File: config.mk
export PLATFORM = sky130hd
export DESIGN_NAME = sprite_list_writer
export DESIGN_NICKNAME = d
export VERILOG_FILES = /design/src/rtl/sprite_list_writer.sv
export SDC_FILE = /design/constraint.sdc
export NUM_CORES = 2
export LEC_CHECK = 0
export CORE_MARGIN = 5
export CORE_UTILIZATION = 50
export DETAILED_ROUTE_END_ITERATION = 12
export PLACE_DENSITY = 0.84
export SLEW_MARGIN = 30
export SYNTH_ARGS = -nofsm -noshare
export SYNTH_HDL_FRONTEND = slang
export SYNTH_SLANG_ARGS = --single-unit
File: constraint.sdc
create_clock -name clk -period 4.1 [get_ports clk]
set_input_delay 0.615 -clock clk [delete_from_list [all_inputs] [get_ports clk]]
set_output_delay 0.615 -clock clk [all_outputs]
set_load 0.03 [all_outputs]
File: src/rtl/sprite_list_writer.sv
// Avalon-MM slave holding a shadow sprite list. Software fills the list and
// requests a commit; the packed list is handed to the renderer at the start
// of the next vertical sync so a frame never shows a half-updated list.
module sprite_list_writer #(
  parameter int NUM_SPRITES = 20,
  parameter int ENTRY_W     = 25,
  parameter int OUT_W       = 512
) (
  input  logic             clk,
  input  logic             reset,
  input  logic             chipselect,
  input  logic             write,
  input  logic             read,
  input  logic [4:0]       address,
  input  logic [31:0]      writedata,
  output logic [31:0]      readdata,
  input  logic             vga_vs,
  output logic [OUT_W-1:0] gl_input,
  output logic             gl_write
);

  localparam logic [4:0] ADDR_COMMIT = 5'd20;
  localparam logic [4:0] ADDR_CLEAR  = 5'd21;
  localparam logic [4:0] ADDR_FRAMES = 5'd22;
  localparam logic [4:0] ADDR_XFERS  = 5'd23;

  logic [ENTRY_W-1:0] shadow_q [NUM_SPRITES];
  logic [ENTRY_W-1:0] shadow_d [NUM_SPRITES];
  logic [OUT_W-1:0]   gl_input_q, gl_input_d;
  logic               gl_write_q, gl_write_d;
  logic [31:0]        readdata_q, readdata_d;
  logic               pending_q, pending_d;
  logic [15:0]        frame_count_q, frame_count_d;
  logic [15:0]        xfer_count_q, xfer_count_d;
  logic               vs_q, vs_d;

  logic               wr_en, rd_en, vs_fall, xfer, commit, clear;
  logic [OUT_W-1:0]   packed_list;
  logic [31:0]        rd_val;

  // Entry bits above the sprite word are don't-care on writes.
  logic unused_wdata;
  assign unused_wdata = ^writedata[31:ENTRY_W];

  // Bus qualifiers and the vsync falling-edge / transfer decision.
  always_comb begin
    wr_en   = chipselect & write;
    rd_en   = chipselect & read;
    vs_fall = vs_q & ~vga_vs;
    xfer    = vs_fall & pending_q;
    commit  = wr_en && (address == ADDR_COMMIT) && writedata[0];
    clear   = wr_en && (address == ADDR_CLEAR) && writedata[0];
  end

  // Pack the shadow list (pre-edge values) into the renderer bus layout.
  always_comb begin
    packed_list = '0;
    for (int i = 0; i < NUM_SPRITES; i++) begin
      packed_list[ENTRY_W*i +: ENTRY_W] = shadow_q[i];
    end
  end

  // Read mux; uses pre-edge state so a same-cycle write returns the old value.
  always_comb begin
    rd_val = '0;
    case (address)
      ADDR_COMMIT: rd_val[0]    = pending_q;
      ADDR_FRAMES: rd_val[15:0] = frame_count_q;
      ADDR_XFERS:  rd_val[15:0] = xfer_count_q;
      default: begin
        for (int i = 0; i < NUM_SPRITES; i++) begin
          if (address == 5'(i)) rd_val[ENTRY_W-1:0] = shadow_q[i];
        end
      end
    endcase
  end

  // Next-state for shadow list, commit flag, counters and outputs.
  always_comb begin
    shadow_d = shadow_q;
    if (clear) begin
      for (int i = 0; i < NUM_SPRITES; i++) shadow_d[i] = '0;
    end else if (wr_en) begin
      for (int i = 0; i < NUM_SPRITES; i++) begin
        if (address == 5'(i)) shadow_d[i] = writedata[ENTRY_W-1:0];
      end
    end

    // A commit landing on the transfer edge re-arms for the next frame.
    pending_d = pending_q;
    if (xfer)   pending_d = 1'b0;
    if (commit) pending_d = 1'b1;

    frame_count_d = vs_fall ? frame_count_q + 16'd1 : frame_count_q;
    xfer_count_d  = xfer ? xfer_count_q + 16'd1 : xfer_count_q;
    gl_input_d    = xfer ? packed_list : gl_input_q;
    gl_write_d    = xfer;
    readdata_d    = rd_en ? rd_val : readdata_q;
    vs_d          = vga_vs;
  end

  // State registers with synchronous active-low reset.
  always_ff @(posedge clk) begin
    if (!reset) begin
      shadow_q      <= '{default: '0};
      gl_input_q    <= '0;
      gl_write_q    <= 1'b0;
      readdata_q    <= '0;
      pending_q     <= 1'b0;
      frame_count_q <= '0;
      xfer_count_q  <= '0;
      vs_q          <= 1'b1;
    end else begin
      shadow_q      <= shadow_d;
      gl_input_q    <= gl_input_d;
      gl_write_q    <= gl_write_d;
      readdata_q    <= readdata_d;
      pending_q     <= pending_d;
      frame_count_q <= frame_count_d;
      xfer_count_q  <= xfer_count_d;
      vs_q          <= vs_d;
    end
  end

  assign gl_input = gl_input_q;
  assign gl_write = gl_write_q;
  assign readdata = readdata_q;

endmodule

# Word-level counts from Yosys, hierarchy flattened
# Index checks and enable logic that the tools add are counted.
[classes]
bitwise_logic = 6
reduce_logical = 28
mux = 25
addsub = 2
eq_ne = 23
[op_table]
columns = ["operator", "count"]
rows = [
  ["$mux W25", 20],
  ["$pmux W15 S3", 1],
  ["$eq A5 B4 Y1 const B", 8],
  ["$eq A5 B5 Y1 const B", 8],
  ["$reduce_and A2 Y1", 20],
  ["$add A16 B1 Y16 const B", 2],
  ["$eq A5 B3 Y1 const B", 4],
  ["$eq A5 B2 Y1 const B", 2],
  ["$mux W9", 1],
  ["$eq A5 B1 Y1 const B", 1],
  ["$logic_not A5 Y1", 1],
  ["$and A1 B1 Y1", 4],
  ["$logic_and A1 B1 Y1", 4],
  ["$pmux W1 S3", 1],
  ["$reduce_or A3 Y1", 1],
  ["$mux W1", 2],
  ["$not A1 Y1", 2],
  ["$reduce_bool A2 Y1", 1],
  ["$reduce_or A2 Y1", 1],
]
[word_totals]
out_inout_bits = 545
regBits = 1060
word_cells = 111
input_bits = 43

# Depth between registers and ports, before layout
[logic_depth]
word_depth = 22
ltp_mapped = 10
depth_no_buf = 6

# Least setup slack after synthesis
# No wires, ideal clock.
[synth_path]
path_kind = "in2reg"
start = "input port address[0]"
end = "register readdata_q[6], in the netlist readdata[6]"
setup_slack_ns = 1.964
t_arrival_ns = 1.998
setup_time_ns = 0.138
path_buffers = 3
cell_stages = 9
required_time_ns = 3.962
path_cell_list = "buf_2 and2b_1 buf_6 buf_2 a22o_1 nand2_1 nand3_1 a2111oi_0 o22ai_1"
[synth_via]
elab_chain_cells = 22
elab_cells_between_ends = 44
classes_between = "eq/ne: 22; mux: 21; reduce/logical: 1"
[synth_rtl]
columns = ["item", "line_no", "rtl"]
rows = [
  ["start: declaration", "14", "input logic [4:0] address,"],
  ["$logic_not A5 Y1", "72", "if (address == 5'(i)) rd_val[ENTRY_W-1:0] = shadow_q[i];"],
  ["$mux W25 (20 in a row)", "72", ""],
  ["$pmux W15 S3 *", "66", "case (address)"],
  ["end signal: assignment", "117", "readdata_q <= readdata_d;"],
  ["end: declaration", "31", "logic [31:0] readdata_q, readdata_d;"],
]
# Every way passes the cells marked *; elsewhere a longest branch is shown, timed or not.
# A chain may end at the register's enable or synchronous reset.

# Worst setup path after layout
[layout_path]
start = "input port address[2]"
end = "register shadow_q (netlist bit packed_list[286])"
[layout_via]
elab_chain_cells = 4
elab_cells_between_ends = 6
classes_between = "eq/ne: 2; reduce/logical: 4"
[layout_rtl]
columns = ["item", "line_no", "rtl"]
rows = [
  ["$eq A5 B5 Y1", "52", "clear = wr_en && (address == ADDR_CLEAR) && writedata[0];"],
  ["$logic_and A1 B1 Y1 (2 in a row)", "52", ""],
  ["$reduce_or A2 Y1 (no line)", "-", ""],
  ["end signal: assignment", "114", "shadow_q <= shadow_d;"],
  ["end: declaration", "27", "logic [ENTRY_W-1:0] shadow_q [NUM_SPRITES];"],
]
# Parallel ways exist; a longest one is shown, timed or not.

==> metrics.md <==
| Metric | Value |
|---|---|
| Synth-to-Final Area Change | `23.2%` |
| Slew HR | `23.4%` |
| Simple-gate area share of the yosys netlist | `22.9%` |
| Largest net degree at the start of global routing | `224` |
| MaxCap Viol Count | `0` |
| Final core occ | `61.9%` |
| Post-synthesis mux area share | `0.670%` |
| Crit share post-route | `72.5%` |
| Status | `complete, no violations` |
| DRT Pass-1 Iters | `9` |
| Yosys cell types | `90` |
| Clk slew on worst S/H paths | `0.06 ns` |
| Total routing usage reported by global routing | `38.6%` |
| CP endpoint kind | `flip-flop` |
| Mapped Area | `43500 µm²` |
| Final Hold Viols | `0` |
| Slew of the pin with the lowest slew margin | `1.15 ns` |
| Synth Register Bits | `1060` |
| Iter 0 DRT Violations | `6803` |
| Yosys top cell by area | `dfxtp_1` |
| # rows | `108` |
| CTS tree | `yes` |
| Clock Path Buffers | `3` |
| Area fraction of the dominant cell type after synthesis | `48.7%` |
| Initial antenna violation count | `9` |
| Fraction of synthesis flops using an asynchronous set or reset pin | `0%` |
| Floorplan core area | `86600 µm²` |
| Xor/xnor cell area share of the yosys netlist | `0.503%` |
| Setup Fix Bufs, Post-CTS | `0` |
| Post-Synth Adder-Cell Area | `0.0575%` |
| R2R setup slack | `1.83 ns` |
| Primary FF master, synth | `dfxtp_1` |
| Power density cells | `404 nW/µm²` |
| Final HPWL DP | `134 mm` |
| Seq/Total Area, Yosys | `48.7%` |
| Mapped Cells | `5524` |
| TNS Setup | `0 ns` |
| Most common cell in the netlist | `nand2_1` |
| Worst Skew | `0.0458 ns` |
| Dpl ws | `0.539 ns` |
| Die Width | `305 µm` |
| Grt total ovfl | `0` |
| Io pins | `588` |
| Commonest cells post-synth | `nand2_1, dfxtp_1, a21oi_1` |
| Root buffer cell | `clkbuf_16` |
| Fmax | `0.336 GHz` |
| CTS hold repair buffers | `0` |
| Final WL | `190 mm` |
| Share of cells above drive strength 1 | `7.70%` |
| Critical path startpoint category | `primary input` |
| Die area | `93100 µm²` |
| H-Tree Depth | `3` |
| DRC | `0` |
| Crit path cell chain | `buf_2, nor2b_1, nand4_1, o21ai_4, buf_12, a21oi_1` |
| Final setup viols | `0` |
| Wirelength per Cell | `26.6 µm` |
| Worst EP required | `4.63 ns` |
| Main combinational cell family by area after synthesis | `simple AND/OR/NAND/NOR gates` |
| First-pass GRT wire length | `272 mm` |
| Synth warn | `0` |
| Setup ws final | `1.13 ns` |
| Top cells by area, synth | `dfxtp_1, nand2_1, a21boi_0` |
| VDD IR max | `315 µV` |
| Critical setup path kind | `in2reg` |
| CP Data Arrival Time | `3.50 ns` |
| RSZ-0062 raised after global routing | `false` |
| Number of synthesized flops with an enable pin | `0` |
| Critical path's largest stage delay | `0.90 ns` |
| Routability cong. | `1.03` |
| Vias post-DR | `43700` |
| Hold crit path type | `in2reg` |
| Post-route ant nets | `0` |
| Quantity of gates resized following cts | `0` |
| Starting Density | `50.3%` |
| Input/output buffers | `561` |
| Tmin final | `2.97 ns` |
| DR vias/cell | `6.11` |
| Compound-gate portion of the synthesized area | `21.9%` |
| Die Span Y | `305 µm` |
| Clock sink count | `1060` |
| Vias in the first global route | `40600` |
| Max-slew violation count | `0` |
| Leak | `17.6 nW` |
| Avg Inst Size Synth | `7.88 µm²` |
| TritonCTS buffer count | `105` |
| Crit path max fanout | `128` |
| Clk_lat worst skew | `0.71 ns` |
| Cell with the largest stage delay on the worst path | `nor2b_1` |
| Final net count | `5963` |
[path summary, 6_finish.rpt]
path                          from               end  depth (start not counted)
setup reg to reg  packed_list[443]      readdata[18]                          6
hold / removal               reset     gl_input[498]                          2
hold reg to reg      gl_input[341]     gl_input[341]                          2
setup / recovery        address[2]  packed_list[286]                          6
[worst max-delay path, delay by kind of cell]
family	cells	cell delay (ns)
AND/OR/NAND/NOR	2	1.32
buffers and inverters	2	0.87
AO/OA/AOI/OAI	2	0.49
[layout by cell type, fill, tap and decap left out, types with 16 or more instances in the layout]
| master | n |
|---|---|
| a21boi_0 | 504 |
| a22oi_1 | 37 |
| nor3_1 | 24 |
| and2_1 | 30 |
| a211oi_1 | 16 |
| mux2i_1 | 19 |
| dfxtp_1 | 1060 |
| a21oi_1 | 605 |
| o221ai_1 | 22 |
| o22ai_1 | 34 |
| nand2b_1 | 22 |
| conb_1 | 19 |
| and3_1 | 23 |
| buf_2 | 27 |
| buf_12 | 22 |
| nand2_1 | 2105 |
| clkbuf_16 | 109 |
| nand3_1 | 37 |
| buf_4 | 164 |
| o21ai_0 | 77 |
| o211ai_1 | 17 |
| nor2_1 | 79 |
| clkbuf_8 | 29 |
| nor2b_1 | 19 |
| a221oi_1 | 33 |
| clkdlybuf4s50_1 | 532 |
| xnor2_1 | 20 |
| clkinv_2 | 23 |
[cell type report]
| cell class | count | area (µm²) |
|---|---|---|
| clock inverters | 40 | 409 |
| well taps | 1155 | 1450 |
| multi-input cells | 3993 | 20200 |
| inverters | 11 | 41.3 |
| clock buffers | 149 | 3170 |
| fillers | 7327 | 33000 |
| flip-flops and latches | 1060 | 21200 |
| repair buffers | 747 | 7170 |
| diodes | 6 | 15.0 |
[where the power goes]
part / switching, W / internal (W) / leakage (nW)
logic: 0.000913 / 0.000328 / 7.31
clock network: 0.00425 / 0.00580 / 1.78
registers: 0.0000433 / 0.0103 / 8.54
total: 0.00521 / 0.0165 / 17.6
[stage by stage]
stage / power, W / cells / cell area, µm² / hold slack (ns)
3_3_place_gp: 0.0118 / 6965 / 50000 / 0.451
4_1_cts: 0.0216 / 7154 / 53600 / 0.256
2_1_floorplan: 0.0113 / 5542 / 43600 / 0.444
6_report: 0.0217 / 7161 / 53600 / 0.272
3_5_place_dp: 0.0118 / 6965 / 50000 / 0.456
5_1_grt: 0.0221 / 7158 / 53600 / 0.282
[per-layer routing]
layer	routed length, µm	GRT usage (%)	part of all wire [%]	vias up
li1	-	-	-	19200
met1	69800	49.1	37	20600
met2	80300	57.5	42	3114
met3	25600	12.1	13	776
met4	14500	23.0	7.6	2
met5	13	0	0.0068	-
[state kept, by name (all words and copies together), names as in the netlist]
name           flops
pending_q          1
gl_write           1
xfer_count_q      16
gl_input         500
readdata          25
packed_list      500
vs_q               1
frame_count_q     16
[logic make-up (layout without fill, tap and decap cells)]
family,after synthesis,after routing
multiplexers,27,27
other,1,25
AND/OR/NAND/NOR,2445,2445
AO/OA/AOI/OAI,1475,1475
flip-flops,1060,1060
adder cells (fa/ha/maj),2,2
XOR/XNOR,25,25
buffers and inverters,489,947
No activity file was read; power rests on OpenSTA's default activity.
